==> src/rtl/cp0_exc_unit_pkg.sv <==
// Shared CP0 constants: register addresses, field positions, exception codes
// and the EXL state encoding.
package cp0_exc_unit_pkg;

    localparam int unsigned XLEN  = 32;
    localparam int unsigned ADDRW = 5;
    localparam int unsigned EXCW  = 5;
    localparam int unsigned INTW  = 6;

    // Register select values
    localparam logic [ADDRW-1:0] ADDR_SR    = 5'd12;
    localparam logic [ADDRW-1:0] ADDR_CAUSE = 5'd13;
    localparam logic [ADDRW-1:0] ADDR_EPC   = 5'd14;

    // SR fields
    localparam int unsigned SR_IM_MSB  = 15;
    localparam int unsigned SR_IM_LSB  = 10;
    localparam int unsigned SR_EXL_BIT = 1;
    localparam int unsigned SR_IE_BIT  = 0;

    // Cause fields
    localparam int unsigned CAUSE_BD_BIT  = 31;
    localparam int unsigned CAUSE_IP_MSB  = 15;
    localparam int unsigned CAUSE_IP_LSB  = 10;
    localparam int unsigned CAUSE_EXC_MSB = 6;
    localparam int unsigned CAUSE_EXC_LSB = 2;

    // EPC is word aligned
    localparam logic [XLEN-1:0] EPC_MASK = 32'hFFFF_FFFC;

    // Exception codes
    localparam logic [EXCW-1:0] EXC_INT     = 5'd0;
    localparam logic [EXCW-1:0] EXC_SYSCALL = 5'd8;
    localparam logic [EXCW-1:0] EXC_BREAK   = 5'd9;
    localparam logic [EXCW-1:0] EXC_TRAP    = 5'd13;

    localparam logic [XLEN-1:0] DEF_HANDLER_PC = 32'h0000_4180;

    // SR.EXL viewed as a two-state machine
    typedef enum logic {
        ST_NORMAL     = 1'b0,
        ST_IN_HANDLER = 1'b1
    } exl_state_e;

endpackage

==> src/rtl/cp0_req_arb.sv <==
// Exception/interrupt request arbiter (combinational).
// Ports: hw_int/sr_im/sr_ie/sr_exl/exc_code in; int_req, exc_req and the
// selected ExcCode out. Interrupts take priority over instruction exceptions.
module cp0_req_arb
    import cp0_exc_unit_pkg::*;
(
    input  logic [INTW-1:0] hw_int,
    input  logic [INTW-1:0] sr_im,
    input  logic            sr_ie,
    input  logic            sr_exl,
    input  logic [EXCW-1:0] exc_code,
    output logic            int_req,
    output logic            exc_req,
    output logic [EXCW-1:0] code
);

    always_comb begin
        int_req = (|(hw_int & sr_im)) & sr_ie & ~sr_exl;
        exc_req = (exc_code != EXC_INT) & ~sr_exl;
        code    = int_req ? EXC_INT : exc_code;
    end

endmodule

==> src/rtl/cp0_exc_unit.sv <==
// CP0 exception consumer: decides whether to take an exception at M, keeps
// SR/Cause/EPC, and drives the flush/redirect request and handler/return PCs.
// Ports: clk, rst_n; M-stage pc_m/bd_m/exc_code_m/eret_m; hw_int lines;
// mtc0 we/cp0_addr/cp0_wdata; mfc0 cp0_rdata; req, epc_out, handler_pc.
module cp0_exc_unit
    import cp0_exc_unit_pkg::*;
#(
    parameter logic [31:0] HANDLER_PC = DEF_HANDLER_PC,
    parameter logic [31:0] SR_RESET   = 32'h0000_0000
) (
    input  logic             clk,
    input  logic             rst_n,
    input  logic [XLEN-1:0]  pc_m,
    input  logic             bd_m,
    input  logic [EXCW-1:0]  exc_code_m,
    input  logic [INTW-1:0]  hw_int,
    input  logic             eret_m,
    input  logic             we,
    input  logic [ADDRW-1:0] cp0_addr,
    input  logic [XLEN-1:0]  cp0_wdata,
    output logic [XLEN-1:0]  cp0_rdata,
    output logic             req,
    output logic [XLEN-1:0]  epc_out,
    output logic [XLEN-1:0]  handler_pc
);

    exl_state_e      state, state_n;
    logic [INTW-1:0] sr_im, sr_im_n;
    logic            sr_ie, sr_ie_n;
    logic            sr_exl;
    logic            cause_bd, cause_bd_n;
    logic [INTW-1:0] cause_ip;
    logic [EXCW-1:0] cause_exc, cause_exc_n;
    logic [XLEN-1:0] epc, epc_n;

    logic            int_req, exc_req;
    logic [EXCW-1:0] sel_code;
    logic            wr_sr, wr_epc;

    assign sr_exl     = (state == ST_IN_HANDLER);
    assign handler_pc = HANDLER_PC;

    cp0_req_arb u_arb (
        .hw_int   (hw_int),
        .sr_im    (sr_im),
        .sr_ie    (sr_ie),
        .sr_exl   (sr_exl),
        .exc_code (exc_code_m),
        .int_req  (int_req),
        .exc_req  (exc_req),
        .code     (sel_code)
    );

    assign req = int_req | exc_req;

    // Next-state: exception entry overrides any same-cycle mtc0 or eret
    always_comb begin
        state_n     = state;
        sr_im_n     = sr_im;
        sr_ie_n     = sr_ie;
        cause_bd_n  = cause_bd;
        cause_exc_n = cause_exc;
        epc_n       = epc;
        wr_sr       = we && (cp0_addr == ADDR_SR)  && !req;
        wr_epc      = we && (cp0_addr == ADDR_EPC) && !req;
        if (req) begin
            state_n     = ST_IN_HANDLER;
            cause_bd_n  = bd_m;
            cause_exc_n = sel_code;
            epc_n       = (bd_m ? (pc_m - 32'd4) : pc_m) & EPC_MASK;
        end else begin
            if (wr_sr) begin
                sr_im_n = cp0_wdata[SR_IM_MSB:SR_IM_LSB];
                sr_ie_n = cp0_wdata[SR_IE_BIT];
                state_n = exl_state_e'(cp0_wdata[SR_EXL_BIT]);
            end
            if (wr_epc) begin
                epc_n = cp0_wdata & EPC_MASK;
            end
            // eret after the SR write so a combined exit always clears EXL
            if (eret_m) begin
                state_n = ST_NORMAL;
            end
        end
    end

    always_ff @(posedge clk or negedge rst_n) begin
        if (!rst_n) begin
            state     <= exl_state_e'(SR_RESET[SR_EXL_BIT]);
            sr_im     <= SR_RESET[SR_IM_MSB:SR_IM_LSB];
            sr_ie     <= SR_RESET[SR_IE_BIT];
            cause_bd  <= 1'b0;
            cause_ip  <= '0;
            cause_exc <= '0;
            epc       <= '0;
        end else begin
            state     <= state_n;
            sr_im     <= sr_im_n;
            sr_ie     <= sr_ie_n;
            cause_bd  <= cause_bd_n;
            cause_ip  <= hw_int;
            cause_exc <= cause_exc_n;
            epc       <= epc_n;
        end
    end

    // mfc0 read mux; unmapped addresses and reserved bits read 0
    always_comb begin
        cp0_rdata = '0;
        case (cp0_addr)
            ADDR_SR: begin
                cp0_rdata[SR_IM_MSB:SR_IM_LSB] = sr_im;
                cp0_rdata[SR_EXL_BIT]          = sr_exl;
                cp0_rdata[SR_IE_BIT]           = sr_ie;
            end
            ADDR_CAUSE: begin
                cp0_rdata[CAUSE_BD_BIT]                = cause_bd;
                cp0_rdata[CAUSE_IP_MSB:CAUSE_IP_LSB]   = cause_ip;
                cp0_rdata[CAUSE_EXC_MSB:CAUSE_EXC_LSB] = cause_exc;
            end
            ADDR_EPC: cp0_rdata = epc;
            default:  cp0_rdata = '0;
        endcase
    end

    // Return address forwards an mtc0 EPC issued alongside eret
    always_comb begin
        if (we && (cp0_addr == ADDR_EPC) && eret_m && !req) begin
            epc_out = cp0_wdata & EPC_MASK;
        end else begin
            epc_out = epc;
        end
    end

endmodule

==> config.mk <==
export PLATFORM = sky130hd
export DESIGN_NAME = cp0_exc_unit
export DESIGN_NICKNAME = d
export VERILOG_FILES = /design/src/rtl/cp0_exc_unit_pkg.sv /design/src/rtl/cp0_req_arb.sv /design/src/rtl/cp0_exc_unit.sv
export SDC_FILE = /design/constraint.sdc
export NUM_CORES = 1
export LEC_CHECK = 0
export ABC_AREA = 1
export BUFFER_PORTS_ARGS = -buffer_cell sky130_fd_sc_hd__buf_2
export CAP_MARGIN = 25
export CORE_ASPECT_RATIO = 0.9
export CORE_MARGIN = 1.5
export CORE_UTILIZATION = 30
export DETAILED_ROUTE_END_ITERATION = 10
export GPL_ROUTABILITY_DRIVEN = 0
export HOLD_SLACK_MARGIN = 0.12
export PLACE_DENSITY = 0.58
export SETUP_SLACK_MARGIN = 0.15
export SYNTH_ARGS = -nofsm -noshare
export SYNTH_HDL_FRONTEND = slang
export SYNTH_SLANG_ARGS = --single-unit
==> constraint.sdc <==
create_clock -name clk -period 3 [get_ports clk]
set_input_delay 0.6 -clock clk [delete_from_list [all_inputs] [get_ports clk]]
set_output_delay 0.6 -clock clk [all_outputs]
set_load 0.01 [all_outputs]
### Yosys cells after proc, flatten, opt, wreduce, memory -nomap -nowiden

Index checks and enable logic that the tools add are counted.

| word-level totals | value |
|---|---|
| bits in registers | 52 |
| bits of input ports | 85 |
| output and inout bits | 97 |
| word-level logic and storage cells | 44 |

| operators by class | value |
|---|---|
| add/sub/neg operators | 1 |
| eq/ne operators | 3 |
| muxes and demuxes | 14 |
| bitwise logic cells | 7 |
| reduce and logical (&&, ||, !) cells | 12 |

Operators by type and width:

| operator | count |
|---|---|
| 2-to-1 mux 32 bit | 4 |
| subtractor 32 x 3 -> 32 bit (second input constant) | 1 |
| case mux 6 bit (3 select lines) | 1 |
| equality test 5 x 4 -> 1 bit (second input constant) | 3 |
| 2-to-1 mux 15 bit | 1 |
| case mux 5 bit (2 select lines) | 1 |
| AND 6 bit | 1 |
| logical AND 1 bit | 6 |
| OR reduction 6 bit | 1 |
| 2-to-1 mux 5 bit | 1 |
| nonzero test 5 bit | 1 |
| case mux 2 bit (2 select lines) | 1 |
| AND 1 bit | 3 |
| 2-to-1 mux 1 bit | 3 |
| 2-to-1 mux 3 bit | 1 |
| nonzero test 3 bit | 1 |
| inverter 1 bit | 2 |
| case mux 1 bit (2 select lines) | 1 |
| AND reduction 2 bit | 1 |
| nonzero test 2 bit | 1 |
| zero test 1 bit | 1 |
| OR 1 bit | 1 |

### Depth between registers and ports, before layout

Gate-level depths: netlist of the first run.

| logic depth | value |
|---|---|
| depth in word-level cells | 10 |
| gate-level depth with buffers | 13 |
| mapped depth without buffers | 13 |

### By module

From an unflattened synthesis of the first run, not the netlist that was laid out.

| second synthesis, totals | value |
|---|---|
| cells, all modules | 654 |
| area, all modules | 4105.2 sq um |

Modules (own cells, without submodules):

| module | instances | cells each | area each (sq um) | sequential area each (sq um) |
|---|---|---|---|---|
| cp0_exc_unit | 1 | 624 | 3976.3 | 1251.2 |
| cp0_req_arb | 1 | 30 | 128.9 | 0.0 |

### Least setup slack after synthesis of the first run

OpenSTA, ideal clock, no wires.

| timing | value |
|---|---|
| path kind | input to output |
| start | input port cp0_addr[0] |
| end | output port epc_out[10] |
| arrival time | 1.651 ns |
| data required time | 2.400 ns |
| setup slack | 0.749 ns |
| stages | 9 |
| buffers on the path | 2 |
| cell sequence | buf_6 > nor2_2 > nand2_2 > inv_2 > nand2_4 > nor2_4 > nand2_2 > clkbuf_1 > o21ai_0 |

| on the way | value |
|---|---|
| longest elaborated chain between the ends | 5 |

Ends and longest elaborated chain:

| item | RTL line | source |
|---|---|---|
| from (decl) | cp0_exc_unit.sv:19 | `input logic [ADDRW-1:0] cp0_addr,` |
| equality test 5 x 4 -> 1 bit | cp0_exc_unit.sv:128 | `if (we && (cp0_addr == ADDR_EPC) && eret_m && !req) begin` |
| logical AND 1 bit (3 in a row) | cp0_exc_unit.sv:128 |  |
| 2-to-1 mux 32 bit | cp0_exc_unit.sv:128 |  |
| to (decl) | cp0_exc_unit.sv:23 | `output logic [XLEN-1:0] epc_out,` |

No other way between the ends.

### Final worst setup path of the first run

| timing | value |
|---|---|
| start | input port cp0_addr[0] |
| end | output port epc_out[8] |

The elaborated chain is that of the path after synthesis.

==> impl_metrics.py, run 1 <==
metrics = {
    "grt": {
        "top_usage_layer": "met2",
        "grt-ovfl-total": 0,
        "grtUsageTotal_pct": 18.00,
        "grt_pass1_wl_mm": 20.81,
        "gr-usage-met2_pct": 28.00,
        "gr-usage-met1_pct": 26.55,
        "grtUsageMet3_pct": 2.606,
        "grt_pass1_vias": 3998,
        "antenna_found_initial": 1,
        "grt_max_degree": 46,
    },
    "worst_setup_path": {
        "crit_slowest_cell": "buf_12",
        "crit_path_max_fanout": 45,
        "cpLargestDelayFamily": "buffers and inverters",
        "slowest_delay_ns": 0.19,
        "startpoint_type": "input port",
        "cp.required_ns": 2.40,
        "critPathArrivalTime_ns": 2.01,
        "critPathKind": "in -> out",
        "cp_num_buf_inv": 4,
        "cp-end-kind": "output port",
        "crit_chain": "buf_2 -> nor2_2 -> nand2_2 -> inv_4 -> nand2_8 -> nor2_4 -> nand2_2 -> buf_12 -> a21oi_1 -> buf_2",
    },
    "placement": {
        "placed_cells": 971,
        "port_buffers": 145,
        "post-place-ws_ns": 0.2805,
        "hpwl_mm": 10.57,
    },
    "timing": {
        "post-route-min-period_ns": 2.610,
        "max_slew_margin_pct": 64.59,
        "slew_violations": 0,
        "worstMarginPinSlew_ns": 0.5311,
        "rsz0062_at_grt": "no",
        "fmax_mhz": 383.2,
        "finalSetupTns_ns": 0,
        "finalSetupViolCount": 0,
        "finClkSkew_ns": 0.004054,
        "hold_violations": 0,
        "worst_slack_ns": 0.3905,
        "period_share_pct": 86.98,
    },
    "route": {
        "vias_per_cell": 4.512,
        "vias": 4422,
        "drtIter0Drc": 320,
        "post_drt_wl_per_cell_um": 13.53,
        "drt_pass1_iterations": 4,
        "drc": 0,
        "ant_nets": 0,
        "drt-total-wl_mm": 13.26,
    },
    "floorplan": {
        "core_area_mm2": 0.01346,
        "fp.dieH_um": 115.0,
        "start_util_pct": 31.08,
        "io-pin-count": 182,
        "dieWidth_um": 127.5,
        "die_area_mm2": 0.01467,
        "rows": 40,
    },
    "power_and_ir_drop": {
        "p_total_mw": 2.149,
        "ir_drop_uv": 296.3,
        "p_per_area_mw_per_mm2": 420.2,
        "leakagePower_nw": 2.831,
    },
    "final_layout": {
        "drive_gt1_share_pct": 23.80,
        "final_cell_mix": "nand2_1 (223), buf_2 (145), nor2_1 (95)",
        "stdcell_count": 980,
        "fin_nets": 896,
        "syn2layout_area_growth_pct": 22.22,
        "final_util_pct": 37.98,
        "final_common_cell": "nand2_1",
    },
    "clock_tree": {
        "cts_tree": "done",
        "cts_root_buffer": "clkbuf_16",
        "post_cts_buffers": 0,
        "cts_buffers": 5,
        "htreeDepth": 2,
        "clock-sinks": 50,
        "clk_pin_slew_ns": 0.07,
        "clock_path_buffers": 2,
        "insertion_delay_ns": 0.29,
    },
    "run": {
        "max_cap_violations": 0,
    },
    "run_status": {
        "status": "finished clean",
    },
    "synthesis": {
        "synth-seq-cells": 50,
        "syn_area_mm2": 0.004184,
        "yosysTopAreaCell": "dfrtp_1",
        "syn-instance-count": 676,
        "ys_warn_count": 0,
        "syn_avg_cell_area_um2": 6.189,
        "yosys-top-cells-area": "dfrtp_1 (30%), nand2_1 (20%), nor2_1 (8.5%)",
        "synth_top_cell_area_share_pct": 29.90,
        "synth-seq-area-share_pct": 29.90,
        "yosysUniqueCellTypes": 33,
    },
    "min_path": {
        "hold_class": "in -> async",
    },
}
## synth_stat cells
cell type and number:
nand4_4 1, xnor2_1 2, nand3_1 46, clkbuf_1 4, nor2_4 4, o22ai_1 3, ha_1 1, clkbuf_2 1
dfrtp_1 50, or2_2 1, conb_1 2, nand4_1 13, nand2_2 6, buf_8 1, o21ai_0 46, nor3_1 1
nand3_2 1, mux2i_1 1, buf_4 36, nand3b_1 2, xor2_1 8, a21oi_1 12, buf_2 13, inv_2 3
o21ai_1 9, nor2_2 6, nor2_1 95, a21oi_2 9, buf_6 3, nand2_1 223, inv_1 71, and2_1 1
nand2_4 1
## kinds of logic (layout without fill, tap and decap cells)
family          after synthesis  in the layout  synth area share (%)
compound gates               79             79                 10.35
mux                           1              1                0.2392
fa+ha+maj                     1              1                0.2990
flops                        50             50                 29.90
buf+inv                     132            235                 16.30
simple gates                401            401                 40.64
xor+xnor                     10             10                 2.093
other cells                   2             35                0.1795
## sequential cells by signal, indices dropped and copies added (netlist names)
register   cells
sr_im          6
sr_exl         1
cause_ip       6
cause_bd       1
sr_ie          1
epc           30
cause_exc      5
## layer usage
layer / part of all wire [%] / vias to the layer above
met5: 0 / -
met4: 0.88 / 0
met3: 5.0 / 9
met2: 45 / 115
met1: 50 / 1990
li1: - / 2308
## stage by stage
stage               hold WS [ns]  cell area [um2]
finish                    0.1638             5114
global route              0.1752             5114
CTS                       0.1638             5095
detailed placement        0.4696             4921
global placement          0.4667             4921
floorplan                 0.3044             4304
## report_power, final
group          switching, mW  leakage, nW  internal (mW)
Sequential            0.0700        0.594          0.779
Combinational          0.386         2.15          0.232
Clock                  0.281       0.0820          0.400
Total                  0.737         2.83           1.41
## final cells by class
cell class	instances	area [um2]
repair buffers	153	810.8
diodes	1	2.502
inverters	74	280.3
flip-flops and latches	50	1251
multi-input cells	526	2385
well taps	168	210.2
clock inverters	3	48.80
fillers	1544	8349
clock buffers	5	125.1
## worst reg2reg max path, stage by stage (launching register included)
cell and delay [ns]:
dfrtp_1 0.38, nand2_1 0.07, nand2_1 0.07, nor2_1 0.04, nand2_1 0.10, nand3_2 0.17, nand2_2 0.28, buf_4 0.37
nand2_1 0.10, o21ai_0 0.17, nand2_1 0.08
## timing repair
action,4_1_cts,5_1_grt
hold buffers,0,0
endpoints found under the setup margin,0,16
gates resized for setup,0,5
endpoints found under the hold margin,0,0
## path summary, 6_finish.rpt
check	slack [ns]	to	cells past startpoint	startpoint
setup / recovery	0.39	epc_out[8]	10	cp0_addr[0]
hold / removal	0.16	epc[24]	1	rst_n
setup reg to reg	1.07	epc[13]	10	sr_im[1]
hold reg to reg	0.48	epc[7]	2	epc[7]
max in group asynchronous	2.03	epc[31]	2	rst_n
min in group clk	0.43	cause_ip[1]	1	hw_int[1]
Power figures use the tool's default switching activity.
==> run 2: changes to the inputs <==
--- a/config.mk
+++ b/config.mk
@@ -5,7 +5,6 @@
 export SDC_FILE = /design/constraint.sdc
 export NUM_CORES = 1
 export LEC_CHECK = 0
-export ABC_AREA = 1
 export BUFFER_PORTS_ARGS = -buffer_cell sky130_fd_sc_hd__buf_2
 export CAP_MARGIN = 25
 export CORE_ASPECT_RATIO = 0.9
==> run 2 against run 1 <==
- utilization grew 1.3 points
- register-to-register slack lost 0.15 ns
- clock skew grew 0.0054 ns
- critical path depth shrank 3
- first-iteration DRC count grew 5.3%
- die area shrank 4.6%
- global-route usage shrank 0.80 points
- fmax shrank 5.0%
- combinational power grew 130%
- critical path type unchanged
- critical endpoint is now epc_out[6]
- largest power group is now combinational cells
==> impl_metrics.py, run 2 <==
metrics = {
    "run_status": {
        "status": "finished clean",
    },
    "final_layout": {
        "final_util_pct": 39.29,
        "syn2layout_area_growth_pct": 26.49,
        "fin_area_mm2": 0.005042,
        "fin_nets": 649,
        "final_cell_mix": "buf_2 (145), dfrtp_1 (50), mux2_2 (38)",
        "drive_gt1_share_pct": 40.96,
        "largest_reg_flops": 30,
        "num_antenna_cells": 0,
        "final_common_cell": "buf_2",
        "largestRegisters": "epc: 30 flops, cause_ip: 6 flops, sr_im: 6 flops",
        "regMostFlops": "epc",
    },
    "floorplan": {
        "dieWidth_um": 124.5,
        "core_area_mm2": 0.01283,
        "rows": 39,
        "start_util_pct": 31.06,
        "io-pin-count": 182,
        "fp.dieH_um": 112.4,
        "die_area_mm2": 0.01399,
    },
    "worst_setup_path": {
        "rrSetupSlack_ns": 0.92,
        "cp-end-kind": "output port",
        "startpoint_type": "input port",
        "worst-r2r-cell-count": 7,
        "crit_chain": "buf_2 -> a22oi_1 -> a311oi_2 -> nor3_2 -> buf_12 -> mux2_2 -> buf_2",
        "cp.required_ns": 2.40,
        "critPathKind": "in -> out",
        "slowest_delay_ns": 0.36,
        "crit_path_max_fanout": 25,
        "cp_num_buf_inv": 3,
        "cpLargestDelayFamily": "buffers and inverters",
        "r2r-start": "sr_im[3]",
        "critical_path.endpoint": "epc_out[6]",
        "regToRegEndpoint": "cause_bd",
        "crit_slowest_cell": "mux2_2",
        "critPathArrivalTime_ns": 2.15,
        "critical_path_depth": 7,
        "cpMostUsedCell": "buf_2",
        "startpoint": "hw_int[1]",
    },
    "synthesis": {
        "ys_warn_count": 0,
        "syn_area_mm2": 0.003986,
        "yosys-top-cells-count": "dfrtp_1 (50), mux2_2 (38), buf_4 (36), mux2i_1 (27), clkbuf_1 (22)",
        "post-synth-top-count-cell": "dfrtp_1",
        "async_flop_share_pct": 100.0,
        "syn-instance-count": 421,
        "yosys-top-cells-area": "dfrtp_1 (31%), mux2_2 (11%), buf_4 (6.8%)",
        "synth-seq-area-share_pct": 31.39,
        "synthFlopType": "dfrtp_1",
        "synth-seq-cells": 50,
        "synth_top_cell_area_share_pct": 31.39,
        "synth-edff-count": 0,
        "yosysTopAreaCell": "dfrtp_1",
        "yosysUniqueCellTypes": 47,
        "syn_avg_cell_area_um2": 9.469,
    },
    "clock_tree": {
        "clock-sinks": 50,
        "post_cts_buffers": 0,
        "clk_pin_slew_ns": 0.08,
        "clock_path_buffers": 2,
        "cts_tree": "done",
        "cts_buffers": 5,
        "insertion_delay_ns": 0.29,
        "cts_root_buffer": "clkbuf_16",
        "htreeDepth": 2,
    },
    "power_and_ir_drop": {
        "ir_drop_uv": 218.8,
        "p_per_area_mw_per_mm2": 637.4,
        "p_total_mw": 3.214,
        "leakagePower_nw": 2.329,
    },
    "timing": {
        "period_share_pct": 91.52,
        "max_slew_margin_pct": 58.32,
        "post-route-min-period_ns": 2.746,
        "holdWs_ns": 0.4283,
        "hold_violations": 0,
        "finalSetupTns_ns": 0,
        "rsz0062_at_grt": "no",
        "fmax_mhz": 364.2,
        "finClkSkew_ns": 0.009469,
        "slew_violations": 0,
        "worstMarginPinSlew_ns": 0.6225,
        "finalSetupViolCount": 0,
    },
    "route": {
        "vias": 3821,
        "drt-total-wl_mm": 12.43,
        "post_drt_wl_per_cell_um": 17.07,
        "drtIter0Drc": 337,
        "ant_nets": 0,
        "drc": 0,
        "drt_pass1_iterations": 6,
        "vias_per_cell": 5.249,
    },
    "grt": {
        "antenna_found_initial": 0,
        "grt_pass1_vias": 3672,
        "grt-ovfl-total": 0,
        "grt_pass1_wl_mm": 19.38,
        "grt_max_degree": 36,
        "grtUsageTotal_pct": 17.20,
    },
    "min_path": {
        "hold_class": "in -> reg",
    },
    "placement": {
        "place_area_mm2": 0.004866,
        "hpwl_mm": 9.423,
        "port_buffers": 145,
    },
    "run": {
        "max_cap_violations": 0,
    },
}
run 2: changes by cell type in the layout (fill, tap and decap cells not counted), sizes merged, moves of 19 or more:
cell	change
a21oi	-20
nand3	-43
nand2	-223
mux2	+38
o21ai	-51
mux2i	+26
inv	-64
and2	+19
nor4	+21
nor2	-95
run 2: logic make-up (layout without fill, tap and decap cells):
group / count (synthesis) / in the layout / share of synthesized area, %
and+or+nand+nor: 139 / 139 / 22.98
AOI/OAI and AO/OA: 76 / 76 / 14.22
buffers and inverters: 76 / 187 / 10.77
muxes: 65 / 65 / 17.51
DFF: 50 / 50 / 31.39
xor gates and xnor gates: 12 / 12 / 2.637
other: 2 / 34 / 0.1884
adders and majority gates: 1 / 1 / 0.3138
run 2: layout make-up:
type,instances,area [um2]
multi-input combinational,327,2464
clock inverter,3,26.28
sequential,50,1251
clock buffer,5,125.1
timing repair buffer,169,933.4
tap,164,205.2
inverter,10,37.54
fill,1333,7791
run 2: through the flow:
| stage | std cells | worst slack, ns |
|---|---|---|
| after floorplan | 453 | 0.5135 |
| after detailed placement | 719 | 0.1103 |
| final | 728 | 0.2544 |
| after global placement | 719 | 0.1237 |
| after CTS | 728 | 0.1620 |
| after global routing | 728 | 0.1617 |
run 2: what timing repair did:
action | CTS | global route
hold buffers | 1 | 0
endpoints found under the hold margin | 2 | 0
gates resized for setup | 1 | 2
pin swaps | 0 | 1
setup endpoints to repair | 25 | 30
run 2: report_power, final:
| part | switching [mW] | internal [mW] | leakage [nW] |
|---|---|---|---|
| clock network | 0.278 | 0.318 | 0.0748 |
| logic | 0.734 | 0.701 | 1.67 |
| registers | 0.227 | 0.956 | 0.586 |
run 2: worst min path at each step:
stage	cells past startpoint	end	startpoint	slack [ns]
6_report	1	cause_ip[4]	hw_int[4]	0.43
4_1_cts	1	cause_ip[0]	hw_int[0]	0.42
3_3_place_gp	1	cause_exc[2]	rst_n	0.41
2_1_floorplan	0	cause_bd	rst_n	0.30
3_5_place_dp	1	cause_exc[2]	rst_n	0.40
5_1_grt	1	cause_ip[4]	hw_int[4]	0.42
run 2: routing by layer:
metal,routed length (um),track usage (%),part of all wire (%),vias to the layer above
li1,-,-,-,1807
met1,5612,23.19,45,1847
met2,5925,29.27,48,163
met3,829,3.146,6.7,4
met4,58,2.912,0.47,0
met5,0,0,0,-
==> run 3: changes to the inputs <==
--- a/config.mk
+++ b/config.mk
@@ -13,8 +13,9 @@
 export DETAILED_ROUTE_END_ITERATION = 10
 export GPL_ROUTABILITY_DRIVEN = 0
 export HOLD_SLACK_MARGIN = 0.12
-export PLACE_DENSITY = 0.58
+export PLACE_DENSITY = 0.59
 export SETUP_SLACK_MARGIN = 0.15
 export SYNTH_ARGS = -nofsm -noshare
 export SYNTH_HDL_FRONTEND = slang
+export SYNTH_HIERARCHICAL = 1
 export SYNTH_SLANG_ARGS = --single-unit
==> run 3 against run 2 <==
- power is 1.6% lower
- cell count up 0.82%
- synthesized area decreased by 2.6%
- synthesized cell count is 2.1% higher
- sequential share of layout area increased by 0.83 points
- largest power group unchanged
==> impl_metrics.py, run 3 <==
metrics = {
    "timing": {
        "rsz0062_at_grt": "yes",
        "finClkSkew_ns": 0.002643,
        "finalSetupTns_ns": 0,
        "post-route-min-period_ns": 2.808,
        "worstMarginPinSlew_ns": 0.5522,
        "finalSetupViolCount": 0,
        "period_share_pct": 93.60,
        "hold_violations": 0,
        "fmax_mhz": 356.1,
        "max_slew_margin_pct": 62.85,
        "slew_violations": 0,
    },
    "final_layout": {
        "fin_nets": 654,
        "final_common_cell": "buf_2",
        "regMostFlops": "epc",
        "multi_input_area_mm2": 0.002323,
        "largestRegisters": "epc: 30 flops, cause_ip: 6 flops, sr_im: 6 flops",
        "syn2layout_area_growth_pct": 25.69,
        "drive_gt1_share_pct": 38.84,
        "seq_area_mm2": 0.001251,
        "fillers": 1311,
        "largest_reg_flops": 30,
        "final_cell_mix": "buf_2 (145), dfrtp_1 (50), mux2_2 (36)",
    },
    "clock_tree": {
        "clock_path_buffers": 2,
        "post_cts_buffers": 0,
        "cts_root_buffer": "clkbuf_16",
        "clock-sinks": 50,
        "holdBufCountCts": 0,
        "cts_buffers": 5,
        "htreeDepth": 2,
        "insertion_delay_ns": 0.29,
        "clk_pin_slew_ns": 0.07,
        "cts_tree": "done",
    },
    "run": {
        "max_cap_violations": 0,
    },
    "floorplan": {
        "core_area_mm2": 0.01264,
        "start_util_pct": 30.71,
        "fp.dieH_um": 110.9,
        "dieWidth_um": 122.9,
        "die_area_mm2": 0.01363,
        "io-pin-count": 182,
        "rows": 39,
    },
    "route": {
        "drt_pass1_iterations": 4,
        "vias_per_cell": 5.098,
        "ant_nets": 0,
        "drtIter0Drc": 224,
        "post_drt_wl_per_cell_um": 16.76,
        "drc": 0,
        "vias": 3742,
        "drt-total-wl_mm": 12.30,
    },
    "power_and_ir_drop": {
        "p_per_area_mw_per_mm2": 648.1,
        "ir_drop_uv": 492.5,
        "p_total_mw": 3.162,
        "leakagePower_nw": 2.330,
    },
    "grt": {
        "grt_max_degree": 56,
        "grt_pass1_wl_mm": 19.08,
        "grt_pass1_vias": 3627,
        "grtUsageTotal_pct": 18.00,
        "grt-ovfl-total": 0,
        "antenna_found_initial": 1,
    },
    "worst_setup_path": {
        "r2r-start": "sr_im[5]",
        "rrSetupSlack_ns": 0.71,
        "startpoint_type": "input port",
        "worst-r2r-cell-count": 7,
        "startpoint": "hw_int[1]",
        "critPathArrivalTime_ns": 2.21,
        "regToRegEndpoint": "sr_im[2]",
        "cp.required_ns": 2.40,
        "cp-end-kind": "output port",
        "critPathKind": "in -> out",
        "crit_path_max_fanout": 11,
    },
    "synthesis": {
        "syn-instance-count": 430,
        "syn_area_mm2": 0.003881,
        "yosysUniqueCellTypes": 52,
        "synth_top_cell_area_share_pct": 32.24,
        "yosysTopAreaCell": "dfrtp_1",
        "async_flop_share_pct": 100.0,
        "synth-edff-count": 0,
        "post-synth-top-count-cell": "dfrtp_1",
        "ys_warn_count": 6,
        "syn_avg_cell_area_um2": 9.026,
        "synthFlopType": "dfrtp_1",
        "synth-seq-area-share_pct": 32.24,
        "yosys-top-cells-count": "dfrtp_1 (50), buf_4 (36), mux2_2 (36), nand2_1 (34), and3_1 (24)",
        "yosys-top-cells-area": "dfrtp_1 (32%), mux2_2 (10%), buf_4 (7.0%)",
        "synth-seq-cells": 50,
    },
    "min_path": {
        "hold_class": "in -> async",
    },
    "placement": {
        "hpwl_mm": 9.368,
        "port_buffers": 145,
    },
    "run_status": {
        "status": "finished clean",
    },
}
==> run 3: power breakdown <==
part / total (mW) / switching [mW] / internal, mW
combinational: 1.33 / 0.717 / 0.618
clock: 0.655 / 0.264 / 0.391
sequential: 1.17 / 0.219 / 0.953
==> run 3: critical path, cell delays in order <==
cell      delay [ns]
buf_2           0.11
a22oi_2         0.28
a311oi_4        0.15
nor2_1          0.18
nand4_1         0.20
buf_4           0.25
mux2_2          0.29
buf_2           0.14
==> run 3: worst max path at each step <==
stage	cells past startpoint	slack [ns]	to
finish	8	0.19	epc_out[13]
global route	7	0.14	epc_out[13]
floorplan	7	0.38	req
detailed placement	8	0.11	epc_out[13]
CTS	8	0.21	epc_out[13]
global placement	8	0.13	epc_out[13]
==> run 3: metrics by stage <==
| step | util, % | instance area, um2 | instances | setup WS, ns | hold WS (ns) |
|---|---|---|---|---|---|
| after floorplan | - | 4001 | 462 | 0.3845 | 0.3044 |
| after global placement | 37.23 | 4706 | 725 | 0.1319 | 0.4524 |
| after detailed placement | 37.23 | 4706 | 725 | 0.1108 | 0.4611 |
| after CTS | 38.58 | 4876 | 733 | 0.2118 | 0.2828 |
| after global routing | 38.58 | 4876 | 733 | 0.1391 | 0.3027 |
| final | 38.60 | 4878 | 734 | 0.1921 | 0.2657 |
==> run 3: logic make-up (layout without fill, tap and decap cells) <==
kind of cell	after synthesis	count (layout)	synth area share, %
flops	50	50	32.24
other cells	2	35	0.1935
simple gates	156	156	24.34
buf+inv	77	184	11.25
xor+xnor	13	13	2.934
compound gates	91	91	17.21
mux	40	40	11.51
fa+ha+maj	1	1	0.3223
==> run 3: area by class of cell <==
cell class,count,area share [%]
Clock buffer,5,2.565
Multi-Input combinational cell,335,47.63
Tap cell,164,4.206
Inverter,14,1.077
Timing Repair Buffer,162,18.00
Antenna cell,1,0.05130
Sequential cell,50,25.65
Clock inverter,3,0.8207
==> run 3: per-layer routing <==
layer  vias up  global-route usage, %  wire, um
met1      1780                  23.98      5607
met3        15                  3.447       753
met2       145                  29.37      5719
met4         0                  5.271       219
met5         -                      0         0
li1       1802                      -         -
==> run 3: what timing repair did <==
item	CTS	global route
setup endpoints to repair	14	3
pin swaps	0	0
gates resized for setup	1	0
